[src/rtl/icache_pkg.sv]
// Shared types and helpers for the icache control block.
// Latency: n/a (types and constant functions only).
// Backpressure: n/a.
package icache_pkg;

  // Controller states: lookup, line refill, whole-cache invalidate.
  typedef enum logic [1:0] {
    CHECK = 2'd0,
    FILL  = 2'd1,
    FLUSH = 2'd2
  } icache_state_t;

  // A binary PLRU tree over WAYS leaves has WAYS-1 internal nodes.
  function automatic int plru_width(input int ways);
    return ways - 1;
  endfunction

endpackage

[src/rtl/icache_plru.sv]
// Per-set tree pseudo-LRU state with combinational victim lookup.
// Latency: victim lookup is combinational; updates land on the next clk edge.
// Backpressure: none; clear takes precedence over update in the same cycle.
import icache_pkg::*;

module icache_plru #(
  parameter int WAYS = 4,
  parameter int SETS = 16,
  localparam int SW  = (SETS > 1) ? $clog2(SETS) : 1,
  localparam int WW  = $clog2(WAYS),
  localparam int PW  = plru_width(WAYS)
) (
  input  logic            clk,
  input  logic            rst,
  input  logic [SW-1:0]   rd_set,
  output logic [WW-1:0]   victim,
  input  logic            upd_en,
  input  logic [SW-1:0]   upd_set,
  input  logic [WAYS-1:0] upd_way,
  input  logic            clr_en,
  input  logic [SW-1:0]   clr_set
);

  // Heap-ordered tree: node n has children 2n+1 (lower ways) and 2n+2.
  logic [PW-1:0] tree_q [SETS];
  logic [PW-1:0] rd_bits;
  logic [PW-1:0] upd_bits;
  logic [WW-1:0] upd_idx;
  int            rd_node;
  int            upd_node;
  logic          rd_dir;

  // Walk the tree from the root; a 0 bit steers toward the lower-index half.
  always_comb begin
    rd_bits = tree_q[rd_set];
    victim  = '0;
    rd_node = 0;
    rd_dir  = 1'b0;
    for (int l = 0; l < WW; l++) begin
      // Node at depth l is the first node of that level plus the path prefix.
      rd_node = (1 << l) - 1 + int'(victim >> (WW - l));
      rd_dir  = 1'b0;
      for (int n = 0; n < PW; n++) begin
        if (n == rd_node) rd_dir = rd_bits[n];
      end
      victim[WW-1-l] = rd_dir;
    end
  end

  // Point every node on the accessed way's path at the opposite subtree.
  always_comb begin
    upd_idx = '0;
    for (int w = 0; w < WAYS; w++) begin
      if (upd_way[w]) upd_idx = WW'(w);
    end
    upd_bits = tree_q[upd_set];
    upd_node = 0;
    for (int l = 0; l < WW; l++) begin
      upd_node = (1 << l) - 1 + int'(upd_idx >> (WW - l));
      for (int n = 0; n < PW; n++) begin
        if (n == upd_node) upd_bits[n] = ~upd_idx[WW-1-l];
      end
    end
  end

  // Tree storage: reset and flush clear to 0, accesses write the updated path.
  always_ff @(posedge clk) begin
    if (!rst) begin
      for (int s = 0; s < SETS; s++) tree_q[s] <= '0;
    end else if (clr_en) begin
      tree_q[clr_set] <= '0;
    end else if (upd_en) begin
      tree_q[upd_set] <= upd_bits;
    end
  end

endmodule

[src/rtl/icache_ctrl.sv]
// Set-associative icache control: hit/miss, burst line fill, PLRU victim, flush.
// Latency: hit 0 cycles; miss 1 + BEATS beats + 1; flush SETS cycles.
// Backpressure: fill waits on pmem_resp per beat; fetch is held via mem_resp=0. Optional ICACHE_PERF_EN adds hit/miss counters.
import icache_pkg::*;

module icache_ctrl #(
  parameter int WAYS  = 4,
  parameter int SETS  = 16,
  parameter int BEATS = 4,
  localparam int SW   = (SETS > 1) ? $clog2(SETS) : 1,
  localparam int BW   = (BEATS > 1) ? $clog2(BEATS) : 1,
  localparam int WW   = $clog2(WAYS)
) (
  input  logic            clk,
  input  logic            rst,
  input  logic            mem_read,
  output logic            mem_resp,
  input  logic [SW-1:0]   set_idx,
  input  logic [WAYS-1:0] hit_way,
  input  logic [WAYS-1:0] valid_vec,
  output logic [WAYS-1:0] way_load,
  output logic [BW-1:0]   beat_idx,
  output logic [WAYS-1:0] tag_load,
  output logic            valid_in,
  output logic            valid_clr,
  output logic [SW-1:0]   clr_set,
  output logic            pmem_read,
  input  logic            pmem_resp,
  input  logic            flush_req,
  output logic            flush_done
`ifdef ICACHE_PERF_EN
  ,
  output logic [31:0]     hit_count,
  output logic [31:0]     miss_count
`endif
);

  icache_state_t   state_q, state_d;
  logic [BW-1:0]   beat_q, beat_d;
  logic [SW-1:0]   fcnt_q, fcnt_d;
  logic [WAYS-1:0] victim_q, victim_d;
  logic [SW-1:0]   fill_set_q, fill_set_d;

  logic [WW-1:0]   plru_victim;
  logic [WAYS-1:0] miss_victim;
  logic            inv_found;
  logic            plru_upd_en;
  logic [SW-1:0]   plru_upd_set;
  logic [WAYS-1:0] plru_upd_way;
  logic            plru_clr_en;

  icache_plru #(
    .WAYS (WAYS),
    .SETS (SETS)
  ) u_plru (
    .clk     (clk),
    .rst     (rst),
    .rd_set  (set_idx),
    .victim  (plru_victim),
    .upd_en  (plru_upd_en),
    .upd_set (plru_upd_set),
    .upd_way (plru_upd_way),
    .clr_en  (plru_clr_en),
    .clr_set (fcnt_q)
  );

  // Victim: first invalid way if any, otherwise the PLRU choice for this set.
  always_comb begin
    inv_found   = 1'b0;
    miss_victim = '0;
    for (int w = 0; w < WAYS; w++) begin
      if (!valid_vec[w] && !inv_found) begin
        miss_victim    = '0;
        miss_victim[w] = 1'b1;
        inv_found      = 1'b1;
      end
    end
    if (!inv_found) miss_victim = WAYS'(1) << plru_victim;
  end

  // Next state and strobes; everything is held at 0 while reset is asserted.
  always_comb begin
    state_d      = state_q;
    beat_d       = beat_q;
    fcnt_d       = fcnt_q;
    victim_d     = victim_q;
    fill_set_d   = fill_set_q;
    mem_resp     = 1'b0;
    way_load     = '0;
    beat_idx     = '0;
    tag_load     = '0;
    valid_in     = 1'b0;
    valid_clr    = 1'b0;
    clr_set      = '0;
    pmem_read    = 1'b0;
    flush_done   = 1'b0;
    plru_upd_en  = 1'b0;
    plru_upd_set = '0;
    plru_upd_way = '0;
    plru_clr_en  = 1'b0;
    if (rst) begin
      unique case (state_q)
        CHECK: begin
          // Flush wins over a pending fetch; the fetch simply waits.
          if (flush_req) begin
            state_d = FLUSH;
          end else if (mem_read) begin
            if (|hit_way) begin
              mem_resp     = 1'b1;
              plru_upd_en  = 1'b1;
              plru_upd_set = set_idx;
              plru_upd_way = hit_way;
            end else begin
              victim_d   = miss_victim;
              fill_set_d = set_idx;
              state_d    = FILL;
            end
          end
        end
        FILL: begin
          pmem_read = 1'b1;
          if (pmem_resp) begin
            way_load = victim_q;
            beat_idx = beat_q;
            if (beat_q == BW'(BEATS - 1)) begin
              // Tag and PLRU are committed with the final beat only.
              tag_load     = victim_q;
              valid_in     = 1'b1;
              plru_upd_en  = 1'b1;
              plru_upd_set = fill_set_q;
              plru_upd_way = victim_q;
              beat_d       = '0;
              state_d      = CHECK;
            end else begin
              beat_d = beat_q + BW'(1);
            end
          end
        end
        FLUSH: begin
          valid_clr   = 1'b1;
          clr_set     = fcnt_q;
          plru_clr_en = 1'b1;
          if (fcnt_q == SW'(SETS - 1)) begin
            flush_done = 1'b1;
            fcnt_d     = '0;
            state_d    = CHECK;
          end else begin
            fcnt_d = fcnt_q + SW'(1);
          end
        end
        default: state_d = CHECK;
      endcase
    end
  end

  // Control registers.
  always_ff @(posedge clk) begin
    if (!rst) begin
      state_q    <= CHECK;
      beat_q     <= '0;
      fcnt_q     <= '0;
      victim_q   <= '0;
      fill_set_q <= '0;
    end else begin
      state_q    <= state_d;
      beat_q     <= beat_d;
      fcnt_q     <= fcnt_d;
      victim_q   <= victim_d;
      fill_set_q <= fill_set_d;
    end
  end

`ifdef ICACHE_PERF_EN
  logic [31:0] hit_count_q;
  logic [31:0] miss_count_q;
  logic        post_fill_q;

  // The response right after a refill belongs to the miss, so it is not a hit.
  always_ff @(posedge clk) begin
    if (!rst) begin
      hit_count_q  <= '0;
      miss_count_q <= '0;
      post_fill_q  <= 1'b0;
    end else begin
      if (state_q == CHECK && state_d == FILL) miss_count_q <= miss_count_q + 32'd1;
      if (mem_resp) begin
        if (!post_fill_q) hit_count_q <= hit_count_q + 32'd1;
        post_fill_q <= 1'b0;
      end else if (|tag_load) begin
        post_fill_q <= 1'b1;
      end
    end
  end

  assign hit_count  = hit_count_q;
  assign miss_count = miss_count_q;
`endif

endmodule

[config.mk]
export PLATFORM = sky130hd
export DESIGN_NAME = icache_ctrl
export DESIGN_NICKNAME = d
export VERILOG_FILES = /design/src/rtl/icache_pkg.sv /design/src/rtl/icache_plru.sv /design/src/rtl/icache_ctrl.sv
export SDC_FILE = /design/constraint.sdc
export NUM_CORES = 1
export LEC_CHECK = 0
export CORE_MARGIN = 1.5
export CORE_UTILIZATION = 40
export CTS_CLUSTER_DIAMETER = 120
export DETAILED_ROUTE_END_ITERATION = 10
export DONT_BUFFER_PORTS = 1
export SLEW_MARGIN = 20
export SYNTH_ARGS = -nofsm -noshare
export SYNTH_HDL_FRONTEND = slang
export SYNTH_SLANG_ARGS = --single-unit
[constraint.sdc]
create_clock -name clk -period 2.6 [get_ports clk]
set_input_delay 0.52 -clock clk [delete_from_list [all_inputs] [get_ports clk]]
set_output_delay 0.52 -clock clk [all_outputs]
set_load 0.02 [all_outputs]
==> results.sh <==
export IMPL_ys_async_sr_fraction=0
export IMPL_finClkSkew_ns=0.00659
export IMPL_timing_final_crit_period_ns=2.51
export IMPL_synth_area_per_cell_um2=10.2
export IMPL_rsz0062_at_grt="no"
export IMPL_crit_type="flop to flop"
export IMPL_core_rowCount=35
export IMPL_wl_per_cell_um=18.1
export IMPL_crit_required_ns=2.80
export IMPL_synth_most_common_cell="edfxtp_1"
export IMPL_tightest_slew_ns=0.646
export IMPL_status="finished, final reports clean"
export IMPL_ys_seq_area_frac=0.461
export IMPL_fin_cells=524
export IMPL_clockBufferDepth=2
export IMPL_vias=3045
export IMPL_synthCells=373
export IMPL_port_buffers=0
export IMPL_cap_violations=0
export IMPL_ir_drop_mv=0.268
export IMPL_place_gp_congestion=0.847
export IMPL_grt_pass1_vias=3059
export IMPL_timing_hold_ws_ns=0.264
export IMPL_grt_overflow=0
export IMPL_cts_tree="done"
export IMPL_fmax_mhz=398
export IMPL_synth_edf_count=48
export IMPL_postLayoutCoreUtil=0.479
export IMPL_io_pins=36
export IMPL_grtUsageTotal=0.199
export IMPL_grt_pass1_wl_um=15400
export IMPL_stdcell_area_um2=4420
export IMPL_synth_nets=392
export IMPL_antenna_found_initial=0
export IMPL_die_w_um=101
export IMPL_layout_drive_gt1_share=0.246
export IMPL_endpoint_kind="flop"
export IMPL_hold_viol=0
export IMPL_synthTopCellsByArea="edfxtp_1 38%, dfxtp_1 8.4%, mux4_2 7.1%, o21ai_0 4.8%, nor3_1 3.7%"
export IMPL_clock_latency_ns=0.35
export IMPL_diodes=0
export IMPL_dp_cells=508
export IMPL_die_area_um2=10200
export IMPL_hp_class="input port to flop"
export IMPL_final_setup_viol_count=0
export IMPL_clk_pin_slew_ns=0.08
export IMPL_static_leakage_power_nw=1.45
export IMPL_h_tree_depth=3
export IMPL_via_per_inst=5.81
export IMPL_totalPowerFinal_w=0.00224
export IMPL_cp_start_kind="flop"
export IMPL_cts_buffers=9
export IMPL_powerDensity_nw_per_um2=507
export IMPL_core_area_um2=9240
export IMPL_die_height_um=101
export IMPL_drv_slew=0
export IMPL_first_iter_violations=202
export IMPL_finalNetCount=409
export IMPL_place_area_um2=4210
export IMPL_period_share=0.967
export IMPL_grt_start_max_net_pins=73
export IMPL_synth_ff_type="edfxtp_1"
export IMPL_ys_warn_count=0
export IMPL_yosysTopAreaCellShare=0.377
export IMPL_ys_ff_latch=64
export IMPL_syn_to_final_growth_pct=15.7
export IMPL_yosys_area_top_type="edfxtp_1"
export IMPL_postCtsSetupRepairBufs=0
export IMPL_drc=0
export IMPL_max_slew_margin_rel=0.568
export IMPL_drtPass1Iterations=4
export IMPL_clock_sinks=64
export IMPL_ys_types=56
export IMPL_critical_path_arrival_ns=2.71
export IMPL_synth_top_cells_by_count="48 x edfxtp_1, 37 x o21ai_0, 33 x nor2_1"
export IMPL_synth_area_um2=3820
export IMPL_initial_utilization=0.414
export IMPL_crit_fanout=6
export IMPL_root_buffer="clkbuf_8"
export IMPL_finalWirelength_um=9460
export IMPL_dp_hpwl_um=6420
export IMPL_final_antenna_net_count=0
per-stage QoR:
step / setup TNS (ns) / setup WS, ns
after global routing: 0 / 0.00258
final: 0 / 0.0851
after global placement: -0.0682 / -0.0215
after floorplan: 0 / 0.000638
after detailed placement: -0.927 / -0.118
after CTS: 0 / 0.0794
logic make-up (layout without fill, tap and decap cells):
kind of cell | Yosys count | count (layout) | synth area share
AOI/OAI and AO/OA | 106 | 106 | 0.186
xor gates and xnor gates | 1 | 1 | 0.00229
adders and majority gates | 2 | 2 | 0.00655
buffers and inverters | 41 | 63 | 0.0511
DFF | 64 | 64 | 0.461
muxes | 19 | 19 | 0.0890
and+or+nand+nor | 140 | 140 | 0.205
metal layers:
layer	up-vias	track usage	wire [um]
li1	1456	-	-
met1	1500	0.260	4390
met2	73	0.324	4430
met3	16	0.0333	456
met4	0	0.0888	189
met5	-	0	0
critical path: stages (launching register included):
cell and delay, ns:
dfxtp_1 0.34, ha_2 0.20, and4b_2 0.25, buf_4 0.16
or4_4 0.53, a221oi_4 0.39, o221ai_1 0.30, nor2_1 0.18
worst paths after layout:
path / slack (ns) / startpoint / endpoint / cells after the start
hold / removal: 0.26 / valid_vec[0] / victim_q[0] / 1
setup / recovery: 0.09 / beat_q[0] / u_plru.tree_q[15][1] / 7
hold reg to reg: 0.49 / fill_set_q[2] / fill_set_q[2] / 2
setup reg to reg: 0.09 / beat_q[0] / u_plru.tree_q[15][1] / 7
where the power goes:
part	leakage (nW)	switching (W)	internal [W]	total, W
sequential	0.626	0.0000155	0.00112	0.00114
combinational	0.725	0.000120	0.000106	0.000225
clock	0.0968	0.000436	0.000442	0.000878
area by class of cell:
class	instances	area, um^2
tap	129	161
clock buffer	9	124
multi-input combinational	268	1910
fill	844	4820
timing repair buffer	42	378
clock inverter	7	72.6
inverter	5	18.8
sequential	64	1760
registers in the layout, indices dropped and copies added (netlist names):
name / flops
beat_q: 2
fcnt_q: 4
fill_set_q: 4
state_q: 2
u_plru.tree_q: 48
victim_q: 4
cells in the final DEF, fill, tap and decap left out, drive strengths merged, types with 2 or more instances in the layout:
master	n
mux2i	7
clkbuf	9
a32o	4
clkinv	6
inv	4
dfxtp	16
nor3b	2
edfxtp	48
nor4	3
a32oi	4
nor2b	6
and2	10
o31ai	16
a21boi	7
nand3	5
or4	2
nor2	33
mux4	12
a22oi	2
ha	2
o32a	2
a21oi	9
nand2	22
buf	42
nor3	38
o22ai	2
o21ai	45
nand2b	2
a211oi	3
a31oi	6
and3	10
what timing repair did:
item / 4_1_cts / 5_1_grt
setup endpoints to repair: 0 / 15
resized for setup: 0 / 5
hold buffers: 0 / 0
Power figures use the tool's default switching activity.
